--- config.mk ---
export PLATFORM = sky130hd
export DESIGN_NAME = bpu_dyn
export DESIGN_NICKNAME = d
export VERILOG_FILES = /design/src/rtl/bpu_dyn_pkg.sv /design/src/rtl/bpu_ras.sv /design/src/rtl/bpu_dyn.sv
export SDC_FILE = /design/constraint.sdc
export NUM_CORES = 1
export LEC_CHECK = 0
export CELL_PAD_IN_SITES_DETAIL_PLACEMENT = 1
export CELL_PAD_IN_SITES_GLOBAL_PLACEMENT = 2
export CORE_UTILIZATION = 42
export CTS_CLUSTER_SIZE = 10
export DETAILED_ROUTE_END_ITERATION = 7
export PLACE_DENSITY_LB_ADDON = 0.1
export SLEW_MARGIN = 20
export SYNTH_ARGS = -nofsm -noshare
export SYNTH_HDL_FRONTEND = slang
export SYNTH_SLANG_ARGS = --single-unit
--- constraint.sdc ---
create_clock -name clk -period 11.09 [get_ports clk]
set_input_delay 1.109 -clock clk [delete_from_list [all_inputs] [get_ports clk]]
set_output_delay 1.109 -clock clk [all_outputs]
set_load 0.005 [all_outputs]
--- src/rtl/bpu_dyn_pkg.sv ---
// Shared opcodes, jump encodings, BHT counter encoding and decode helpers
// for the dynamic branch prediction unit.
package bpu_dyn_pkg;

   typedef logic [31:0] inst_bus_t;
   typedef logic [31:0] inst_addr_bus_t;

   localparam logic [6:0] INST_JAL    = 7'b1101111;
   localparam logic [6:0] INST_TYPE_B = 7'b1100011;
   localparam logic [6:0] INST_JALR   = 7'b1100111;

   localparam logic           JUMP_ENABLE  = 1'b1;
   localparam logic           JUMP_DISABLE = 1'b0;
   localparam inst_addr_bus_t ZERO_WORD    = 32'h0000_0000;

   // 2-bit saturating counter; the MSB is the taken prediction.
   typedef enum logic [1:0] {
      BHT_SNT = 2'b00,
      BHT_WNT = 2'b01,
      BHT_WT  = 2'b10,
      BHT_ST  = 2'b11
   } bht_cnt_t;

   localparam bht_cnt_t BHT_RESET = BHT_WNT;

   typedef enum logic [1:0] {
      RAS_NONE,
      RAS_PUSH,
      RAS_POP,
      RAS_POP_PUSH
   } ras_op_t;

   // x1 (ra) and x5 (t0) are the link registers of the calling convention.
   function automatic logic is_link_reg(input logic [4:0] r);
      return (r == 5'd1) || (r == 5'd5);
   endfunction

   function automatic inst_addr_bus_t imm_j(input inst_bus_t inst);
      return {{12{inst[31]}}, inst[19:12], inst[20], inst[30:21], 1'b0};
   endfunction

   function automatic inst_addr_bus_t imm_b(input inst_bus_t inst);
      return {{20{inst[31]}}, inst[7], inst[30:25], inst[11:8], 1'b0};
   endfunction

   function automatic bht_cnt_t bht_next(input bht_cnt_t cnt, input logic taken);
      bht_cnt_t nxt;
      nxt = cnt;
      if (taken && cnt != BHT_ST)
         nxt = bht_cnt_t'(cnt + 2'd1);
      else if (!taken && cnt != BHT_SNT)
         nxt = bht_cnt_t'(cnt - 2'd1);
      return nxt;
   endfunction

endpackage

--- src/rtl/bpu_ras.sv ---
// Circular return-address stack. A full push overwrites the oldest entry;
// a pop on an empty stack is ignored; pop+push replaces the top in place.
module bpu_ras
   import bpu_dyn_pkg::*;
#(
   parameter int DEPTH = 4
) (
   input  logic           clk,
   input  logic           rst,
   input  logic           push,
   input  logic           pop,
   input  inst_addr_bus_t push_data,
   output inst_addr_bus_t top_o,
   output logic           empty_o
);

   localparam int PTR_W = $clog2(DEPTH);
   localparam int CNT_W = PTR_W + 1;
   localparam logic [CNT_W-1:0] CNT_FULL = CNT_W'(DEPTH);

   inst_addr_bus_t   entries [DEPTH];
   logic [PTR_W-1:0] top_ptr;
   logic [PTR_W-1:0] ptr_inc;
   logic [PTR_W-1:0] ptr_dec;
   logic [CNT_W-1:0] count;

   assign ptr_inc = top_ptr + PTR_W'(1);
   assign ptr_dec = top_ptr - PTR_W'(1);
   assign top_o   = entries[top_ptr];
   assign empty_o = (count == '0);

   // NOTE: state registers use non-blocking assignments so every flop samples
   // pre-edge values, independent of statement order within the block.
   always_ff @(posedge clk) begin
      if (rst) begin
         top_ptr <= '0;
         count   <= '0;
         for (int i = 0; i < DEPTH; i++) entries[i] <= ZERO_WORD;
      end else if (push && pop && !empty_o) begin
         entries[top_ptr] <= push_data;
      end else if (push) begin
         // An empty pop+push degenerates to a plain push.
         top_ptr          <= ptr_inc;
         entries[ptr_inc] <= push_data;
         if (count != CNT_FULL) count <= count + CNT_W'(1);
      end else if (pop && !empty_o) begin
         top_ptr <= ptr_dec;
         count   <= count - CNT_W'(1);
      end
   end

endmodule

--- src/rtl/bpu_dyn.sv ---
// Dynamic branch predictor for IF: decode-based JAL/B targets, a bimodal BHT
// (or static BTFN) for conditional branches and a RAS for JALR returns.
module bpu_dyn
   import bpu_dyn_pkg::*;
#(
   parameter int BHT_ENTRIES = 64,
   parameter int RAS_DEPTH   = 4,
   parameter int PRED_MODE   = 1
) (
   input  logic           clk,
   input  logic           rst,
   input  inst_bus_t      inst_i,
   input  inst_addr_bus_t inst_addr_i,
   input  logic           inst_valid_i,
   input  logic           hold_i,
   input  logic           upd_valid_i,
   input  inst_addr_bus_t upd_pc_i,
   input  logic           upd_taken_i,
   output logic           bp_result_o,
   output inst_addr_bus_t bp_jump_addr_o
);

   localparam int IDX_W = $clog2(BHT_ENTRIES);

   logic [6:0]       opcode;
   logic [4:0]       rd;
   logic [4:0]       rs1;
   logic             link;
   logic             ret;
   inst_addr_bus_t   jal_addr;
   inst_addr_bus_t   b_addr;
   inst_addr_bus_t   link_addr;
   logic [IDX_W-1:0] idx;
   logic [IDX_W-1:0] uidx;
   bht_cnt_t         bht [BHT_ENTRIES];
   bht_cnt_t         lookup_cnt;
   ras_op_t          ras_op;
   logic             accept;
   logic             ras_push;
   logic             ras_pop;
   inst_addr_bus_t   ras_top;
   logic             ras_empty;
   logic             unused_upd_pc;

   assign opcode     = inst_i[6:0];
   assign rd         = inst_i[11:7];
   assign rs1        = inst_i[19:15];
   assign link       = is_link_reg(rd);
   assign ret        = is_link_reg(rs1);
   assign jal_addr   = inst_addr_i + imm_j(inst_i);
   assign b_addr     = inst_addr_i + imm_b(inst_i);
   assign link_addr  = inst_addr_i + 32'd4;
   assign idx        = inst_addr_i[2 +: IDX_W];
   assign uidx       = upd_pc_i[2 +: IDX_W];
   assign lookup_cnt = bht[idx];

   assign unused_upd_pc = ^{upd_pc_i[31:2+IDX_W], upd_pc_i[1:0]};

   // B-type always presents its decoded target; the result bit alone says
   // whether it is taken. Other not-taken cases present ZERO_WORD.
   // NOTE: every output of this block gets a default first, so no path can
   // leave a signal unassigned and infer a latch.
   always_comb begin
      bp_result_o    = JUMP_DISABLE;
      bp_jump_addr_o = ZERO_WORD;
      ras_op         = RAS_NONE;
      if (inst_valid_i) begin
         unique case (opcode)
            INST_JAL: begin
               bp_result_o    = JUMP_ENABLE;
               bp_jump_addr_o = jal_addr;
               if (link) ras_op = RAS_PUSH;
            end
            INST_TYPE_B: begin
               bp_jump_addr_o = b_addr;
               if (PRED_MODE == 0)
                  bp_result_o = ($signed(b_addr) < $signed(inst_addr_i));
               else
                  bp_result_o = lookup_cnt[1];
            end
            INST_JALR: begin
               if (ret && !link) begin
                  ras_op = RAS_POP;
                  if (!ras_empty) begin
                     bp_result_o    = JUMP_ENABLE;
                     bp_jump_addr_o = ras_top;
                  end
               end else if (link && ret && rs1 != rd) begin
                  ras_op = RAS_POP_PUSH;
                  if (!ras_empty) begin
                     bp_result_o    = JUMP_ENABLE;
                     bp_jump_addr_o = ras_top;
                  end
               end else if (link) begin
                  ras_op = RAS_PUSH;
               end
            end
            default: ;
         endcase
      end
   end

   assign accept   = inst_valid_i && !hold_i;
   assign ras_push = accept && (ras_op == RAS_PUSH || ras_op == RAS_POP_PUSH);
   assign ras_pop  = accept && (ras_op == RAS_POP  || ras_op == RAS_POP_PUSH);

   bpu_ras #(
      .DEPTH(RAS_DEPTH)
   ) u_ras (
      .clk      (clk),
      .rst      (rst),
      .push     (ras_push),
      .pop      (ras_pop),
      .push_data(link_addr),
      .top_o    (ras_top),
      .empty_o  (ras_empty)
   );

   // NOTE: the BHT is a flop array rather than a RAM precisely so that reset
   // can bring every counter to a known weakly-not-taken value.
   always_ff @(posedge clk) begin
      if (rst) begin
         for (int i = 0; i < BHT_ENTRIES; i++) bht[i] <= BHT_RESET;
      end else if (upd_valid_i) begin
         bht[uidx] <= bht_next(bht[uidx], upd_taken_i);
      end
   end

endmodule

==> results.md, run 1 <==
- Cell breakdown of the critical path: clkdlybuf4s50_1 -> nor2b_1 -> nand4_1 -> or3_1 -> mux2_2 -> ha_1 -> inv_1 -> fa_1 -> nand2b_1 -> a211oi_1 -> o221a_2 -> a211oi_2 -> o31ai_1 -> a21o_1 -> and4_4 -> nor3_1 -> o311ai_1 -> clkdlybuf4s50_1
- Most area-hungry cell type in the Yosys netlist: edfxtp_1
- Highest Signal Layer: met4
- Antenna-violating nets left: 0
- Tcrit/Tclk final: 68.15%
- Switch share: 25.35%
- Area Overhead vs Synth: 14.86%
- Crit path kind: input port to output pin
- Total Routing Usage GR: 24.44%
- Fin Clk Skew: 9.594 ps
- Synth top area share: 49.81%
- First-pass DRT Iterations: 4
- Crit end category: output pin
- Syn Inst Count: 1,377
- Min-Delay Path Class: register to register
- WL met2: 22,700 um
- Met1 WL: 19,660 um
- Largest stage delay, worst path: 680 ps
- Relative slew slack: 28.65%
- Cell area after layout: 17,730 um^2
- Vias in the first global route: 11,922
- Die W: 193.7 um
- Maximum vdd ir drop: 0.1089 mV
- Fin. max-slew vios: 0
- CP Data Arrival Time: 6450 ps
- Seq/Total Area, Yosys: 50.72%
- Avg WL per Cell: 23.65 um
- Most area-consuming cells after synthesis: edfxtp_1 (50%), mux4_2 (10%), nor2_1 (4.8%), nand2_1 (3.4%), ha_1 (2.7%)
- Largest net degree at the start of global routing: 65
- Crit path launch type: input port
- Buffers on Ports: 108
- Bufs on Longest Clock Path: 3
- Comb pwr share: 14.4%
- Status: complete, no violations
- Clk_lat worst skew: 560 ps
- Antenna violations before repair: 0
- DRT iter0 DRCs: 707
- Hold path depth: 2
- CP max FO: 14
- Row cnt: 69
- Warnings, synthesis: 0
- Peak Freq: 0.1323 GHz
- Slowest CP cell: or3_1
- R2R cell count: 12
- Final setup fails: 0
- Flop pwr share: 47.3%
- Leakage: 5.984 nW
- Routed length on met3: 1750 um
- Die H: 193.7 um
- Post-placement cell area: 16,860 um^2
- Routed vias: 11,264
- Clk pwr share: 38.3%
- Avg Cell Area, Syn: 11.21 um^2
- Clk root buf: clkbuf_16
- DRT Wirelength: 45,370 um
- Min-Delay Startpoint: u_ras.count[1]
- Async SR Flop Fraction: 0%
- Routability Congestion: 0.8603
- Synth top cells by count: edfxtp_1 (256), nor2_1 (199), nand2_1 (141)
- Hold Path End: u_ras.count[1]
- TNS Setup: 0 ps
- P_sw: 0.0006070 W
- Total grt overflow: 0
- Post-synth EDFFs: 256
- Critical Path RT: 9980 ps
- Most frequent cell after synthesis: edfxtp_1
- Synthesized Nets: 1,514
- Unique cell type count in the Yosys netlist: 74
- FF-to-FF Start: bht[9][1]
- Final critical-path required period: 7558 ps
- Internal power: 0.001788 W
- DR vias/cell: 5.873
- Reg clk slew, reported paths: 50 ps
- Worst reg2reg path endpoint: bht[63][0]
- Core area: 35,830 um^2
- DRC viols: 0
- Utilization after layout: 49.48%
- Die area: 37,520 um^2
- Antenna diode instance count: 0
- Slew @ Worst Pin: 1055 ps
- RSZ-0062 raised after global routing: false
- First-pass GRT wire length: 70,620 um
- Max Cap Viol: 0
- Ratio of cells with drive above 1 in the final layout: 13.45%
- CP most frequent cell: clkdlybuf4s50_1
- CTS hold repair buffers: 0
- Final Hold Fails: 0
- Final total power: 0.002395 W
- Seq cells post-synth: 263
- Synth Flop Type: edfxtp_1
- H-Tree Depth: 1
- TritonCTS clock tree: yes
- Layout net count: 1,587
- WHS: 581.2 ps
- R2R Setup Slk: 7030 ps
- PostCTS Resize Cnt: 0
- Initial Util: 43.08%
- TritonCTS buffer count: 31
- Post-synthesis cell area: 15,430 um^2
- Detailed placement HPWL: 31,140 um
- Post-CTS Setup Repair Bufs: 0
- PD cells: 135.1 nW/um^2
- Sink Count: 263
- Top Ports: 135
worst max path at each step:
stage	to	slack, ps	start	cells after the start
global route	bp_jump_addr_o[31]	3050	inst_i[6]	18
global placement	bp_jump_addr_o[31]	3540	inst_i[6]	18
detailed placement	bp_jump_addr_o[31]	3510	inst_i[6]	18
finish	bp_jump_addr_o[31]	3530	inst_i[6]	18
floorplan	bp_jump_addr_o[31]	5270	inst_i[6]	18
CTS	bp_jump_addr_o[31]	3500	inst_i[6]	18
logic make-up after synthesis:
family                     share of synthesized area (%)
adders and majority gates                          2.935
and+or+nand+nor                                    18.10
AOI/OAI and AO/OA                                  8.602
buffers and inverters                              4.029
xor gates and xnor gates                           3.697
muxes                                              11.92
DFF                                                50.72
routing by layer:
layer	track usage, %	vias to the layer above
li1	-	5214
met5	0	-
met3	2.383	71
met4	7.407	0
met1	32.04	5728
met2	42.84	251
flip-flops by register name, summed over array words and instances, names as in the netlist, named ones only:
register       cells
bht              128
u_ras.entries    128
u_ras.count        3
u_ras.top_ptr      2
worst max-delay path: cells and delay by family:
family,cells,cell delay [ps]
AOI/OAI and AO/OA,6,1770
buffers and inverters,3,1070
adders and majority gates,2,570
muxes,1,330
and+or+nand+nor,6,1600
through the flow:
step,worst slack (ps),instances
after floorplan,5268,1377
after CTS,3501,1918
final,3532,1918
after detailed placement,3512,1878
after global routing,3047,1918
after global placement,3542,1878
cells in the final DEF (no fill, tap or decap), types with 7 or more instances in the layout:
| cell type | count |
|---|---|
| nand2b_1 | 39 |
| nand3_1 | 70 |
| a21o_1 | 30 |
| o21ai_0 | 19 |
| nor3_1 | 50 |
| a221oi_1 | 10 |
| clkdlybuf4s50_1 | 103 |
| and3_1 | 11 |
| nand2_1 | 141 |
| nor2_1 | 196 |
| mux4_2 | 71 |
| a211oi_1 | 8 |
| inv_1 | 46 |
| a21oi_1 | 43 |
| nand4_1 | 8 |
| xor2_1 | 29 |
| nor2b_1 | 11 |
| nor4_1 | 7 |
| mux2_2 | 15 |
| buf_4 | 25 |
| xnor2_1 | 33 |
| o2bb2ai_1 | 17 |
| edfxtp_1 | 256 |
| or2_2 | 22 |
| a22oi_1 | 21 |
| clkbuf_16 | 31 |
| ha_1 | 33 |
power groups by stage:
stage	registers (W)	logic [W]	clock network [W]
6_report	0.00113	0.000346	0.000917
5_1_grt	0.00113	0.000374	0.000965
2_1_floorplan	0.00115	0.000236	0
4_1_cts	0.00113	0.000348	0.000933
3_5_place_dp	0.00115	0.000347	0
3_3_place_gp	0.00115	0.000343	0
layout make-up:
| cell class | instances | area (um^2) |
|---|---|---|
| repair buffers | 133 | 1244 |
| clock buffers | 36 | 794.5 |
| flip-flops and latches | 263 | 7829 |
| well taps | 461 | 576.8 |
| inverters | 47 | 176.4 |
| clock inverters | 4 | 67.56 |
| fillers | 3776 | 18100 |
| multi-input cells | 974 | 7039 |
Note: power is estimated with default switching activity, not from simulation.
==> inputs of run 2 (changes only) <==
--- a/config.mk
+++ b/config.mk
@@ -7,7 +7,7 @@
 export LEC_CHECK = 0
 export CELL_PAD_IN_SITES_DETAIL_PLACEMENT = 1
 export CELL_PAD_IN_SITES_GLOBAL_PLACEMENT = 2
-export CORE_UTILIZATION = 42
+export CORE_UTILIZATION = 39
 export CTS_CLUSTER_SIZE = 10
 export DETAILED_ROUTE_END_ITERATION = 7
 export PLACE_DENSITY_LB_ADDON = 0.1
==> constraint.sdc (replaced) <==
create_clock -name clk -period 7.8 [get_ports clk]
set_input_delay 0.78 -clock clk [delete_from_list [all_inputs] [get_ports clk]]
set_output_delay 0.78 -clock clk [all_outputs]
set_load 0.005 [all_outputs]
==> run 2 against run 1 <==
- hold slack got worse by 16 ps
- routed wire length rose by 2.8%
- sequential share of layout area shrank 0.41 points
- global-route usage shrank 0.85 points
- sequential power up 42%
- largest cell class unchanged
==> results.md, run 2 (synthesis gave the netlist of run 1 again) <==
- Final Hold Fails: 0
- FF-to-FF Start: bht[15][1]
- Die W: 200.9 um
- CTS hold repair buffers: 0
- Relative slew slack: 28.64%
- PD cells: 196.3 nW/um^2
- Tcrit/Tclk final: 87.94%
- Area Overhead vs Synth: 15.94%
- CP Data Arrival Time: 6080 ps
- Routability Congestion: 0.8369
- Crit end category: output pin
- Maximum vdd ir drop: 0.1491 mV
- Final setup fails: 0
- Slowest CP cell: or3_1
- Fin. max-slew vios: 0
- Total Routing Usage GR: 23.59%
- DRC viols: 0
- Min-Delay Startpoint: u_ras.count[2]
- H-Tree Depth: 2
- Critical Path RT: 7020 ps
- Top Ports: 135
- Die area: 40,370 um^2
- Initial Util: 39.75%
- Fin cells: 1,983
- RSZ-0062 raised after global routing: false
- TritonCTS clock tree: yes
- CP most frequent cell: clkdlybuf4s50_1
- Ratio of cells with drive above 1 in the final layout: 13.73%
- Top flop regs: bht: 128 flops, u_ras.entries: 128 flops, u_ras.count: 3 flops
- Final-layout fill cell count: 4,155
- Antenna violations before repair: 1
- Antenna-violating nets left: 0
- CP max FO: 14
- Final critical-path required period: 6859 ps
- Reg clk slew, reported paths: 50 ps
- Peak Freq: 0.1458 GHz
- Crit path launch type: input port
- First-pass GRT wire length: 72,520 um
- Avg WL per Cell: 23.52 um
- Crit path kind: input port to output pin
- Leakage: 6.031 nW
- Detailed placement HPWL: 32,440 um
- Buffers on Ports: 108
- Sink Count: 263
- Cell breakdown of the critical path: clkdlybuf4s50_1 -> nor2b_1 -> nand4_1 -> or3_1 -> mux2_2 -> ha_1 -> inv_1 -> fa_1 -> nand2b_1 -> a211oi_1 -> o221a_2 -> a211oi_2 -> o31ai_1 -> a21o_1 -> and4_4 -> nor3_1 -> o311ai_1 -> clkdlybuf4s50_1
- Die H: 200.9 um
- CP bufs+invs: 3
- Commonest cells after routing, fill and taps aside: edfxtp_1 (256), nor2_1 (198), nand2_1 (141), clkdlybuf4s50_1 (103), mux4_2 (71)
- Vias in the first global route: 11,896
- Routed vias: 11,271
- Largest net degree at the start of global routing: 65
- Max Cap Viol: 0
- CP delay by family, top: compound AO/OA/AOI/OAI gates
- Layout net count: 1,589
- Placed insts: 1,934
- Crit path from: inst_i[6]
- Core area: 38,830 um^2
- Largest stage delay, worst path: 600 ps
- Utilization after layout: 46.08%
- Row cnt: 72
- Post-CTS Setup Repair Bufs: 0
- Slew @ Worst Pin: 1070 ps
- Total grt overflow: 0
- TritonCTS buffer count: 34
- TNS Setup: 0 ps
- DRT Wirelength: 46,630 um
- First-pass DRT Iterations: 7
- DR vias/cell: 5.684
- Fin Clk Skew: 23.90 ps
- PostCTS Resize Cnt: 0
- Clk root buf: clkbuf_16
- Min-Delay Path Class: register to register
- Final total power: 0.003513 W
- Bufs on Longest Clock Path: 3
- Clk_lat worst skew: 530 ps
- Status: complete, no violations
- Leading cell type in the layout, fill and taps excluded: edfxtp_1
- DRT iter0 DRCs: 607
[run 2: worst paths after layout]
check / slack, ps / cells past startpoint / to
worst min-delay path: 570 / 2 / u_ras.count[2]
worst min register to register: 570 / 2 / u_ras.count[2]
worst max-delay path: 940 / 18 / bp_jump_addr_o[31]
worst max register to register: 3470 / 10 / bht[31][1]
[run 2: power breakdown]
group / internal (W) / leakage, nW / switching [W]
Combinational: 0.000181 / 3.13 / 0.000308
Clock: 0.000837 / 0.471 / 0.000577
Sequential: 0.00159 / 2.43 / 0.0000170
[run 2: area by class of cell]
type / count / area (um^2) / share of cell area [%]
diodes: 1 / 2.502 / 0.01399
clock buffers: 39 / 890.9 / 4.979
clock inverters: 9 / 71.32 / 0.3986
inverters: 47 / 176.4 / 0.9859
multi-input cells: 974 / 7039 / 39.34
flip-flops and latches: 263 / 7829 / 43.75
well taps: 518 / 648.1 / 3.622
repair buffers: 132 / 1236 / 6.909
[run 2: through the flow]
step	worst slack (ps)	cell area, um^2	hold slack (ps)
after floorplan	2636	15430	502.6
after global placement	1030	16930	543.7
after detailed placement	984.0	16930	560.8
after CTS	949.8	17890	573.4
after global routing	563.4	17890	612.5
final	940.6	17890	565.6
[run 2: worst register-to-register path: cells and delay by family (launching register included)]
family          cells  cell delay [ps]
fa+ha+maj           1              350
simple gates        3              910
flops               1              400
compound gates      4             1300
buf+inv             1              550
mux                 1              540
[run 2: layer usage]
layer / vias to the layer above / GRT usage, % / wire, um / share of wire [%]
met3: 69 / 3.377 / 2102 / 4.5
li1: 5228 / - / - / -
met2: 269 / 39.92 / 22500 / 48
met4: 0 / 7.252 / 1113 / 2.4
met5: - / 0 / 0 / 0
met1: 5705 / 31.27 / 20920 / 45
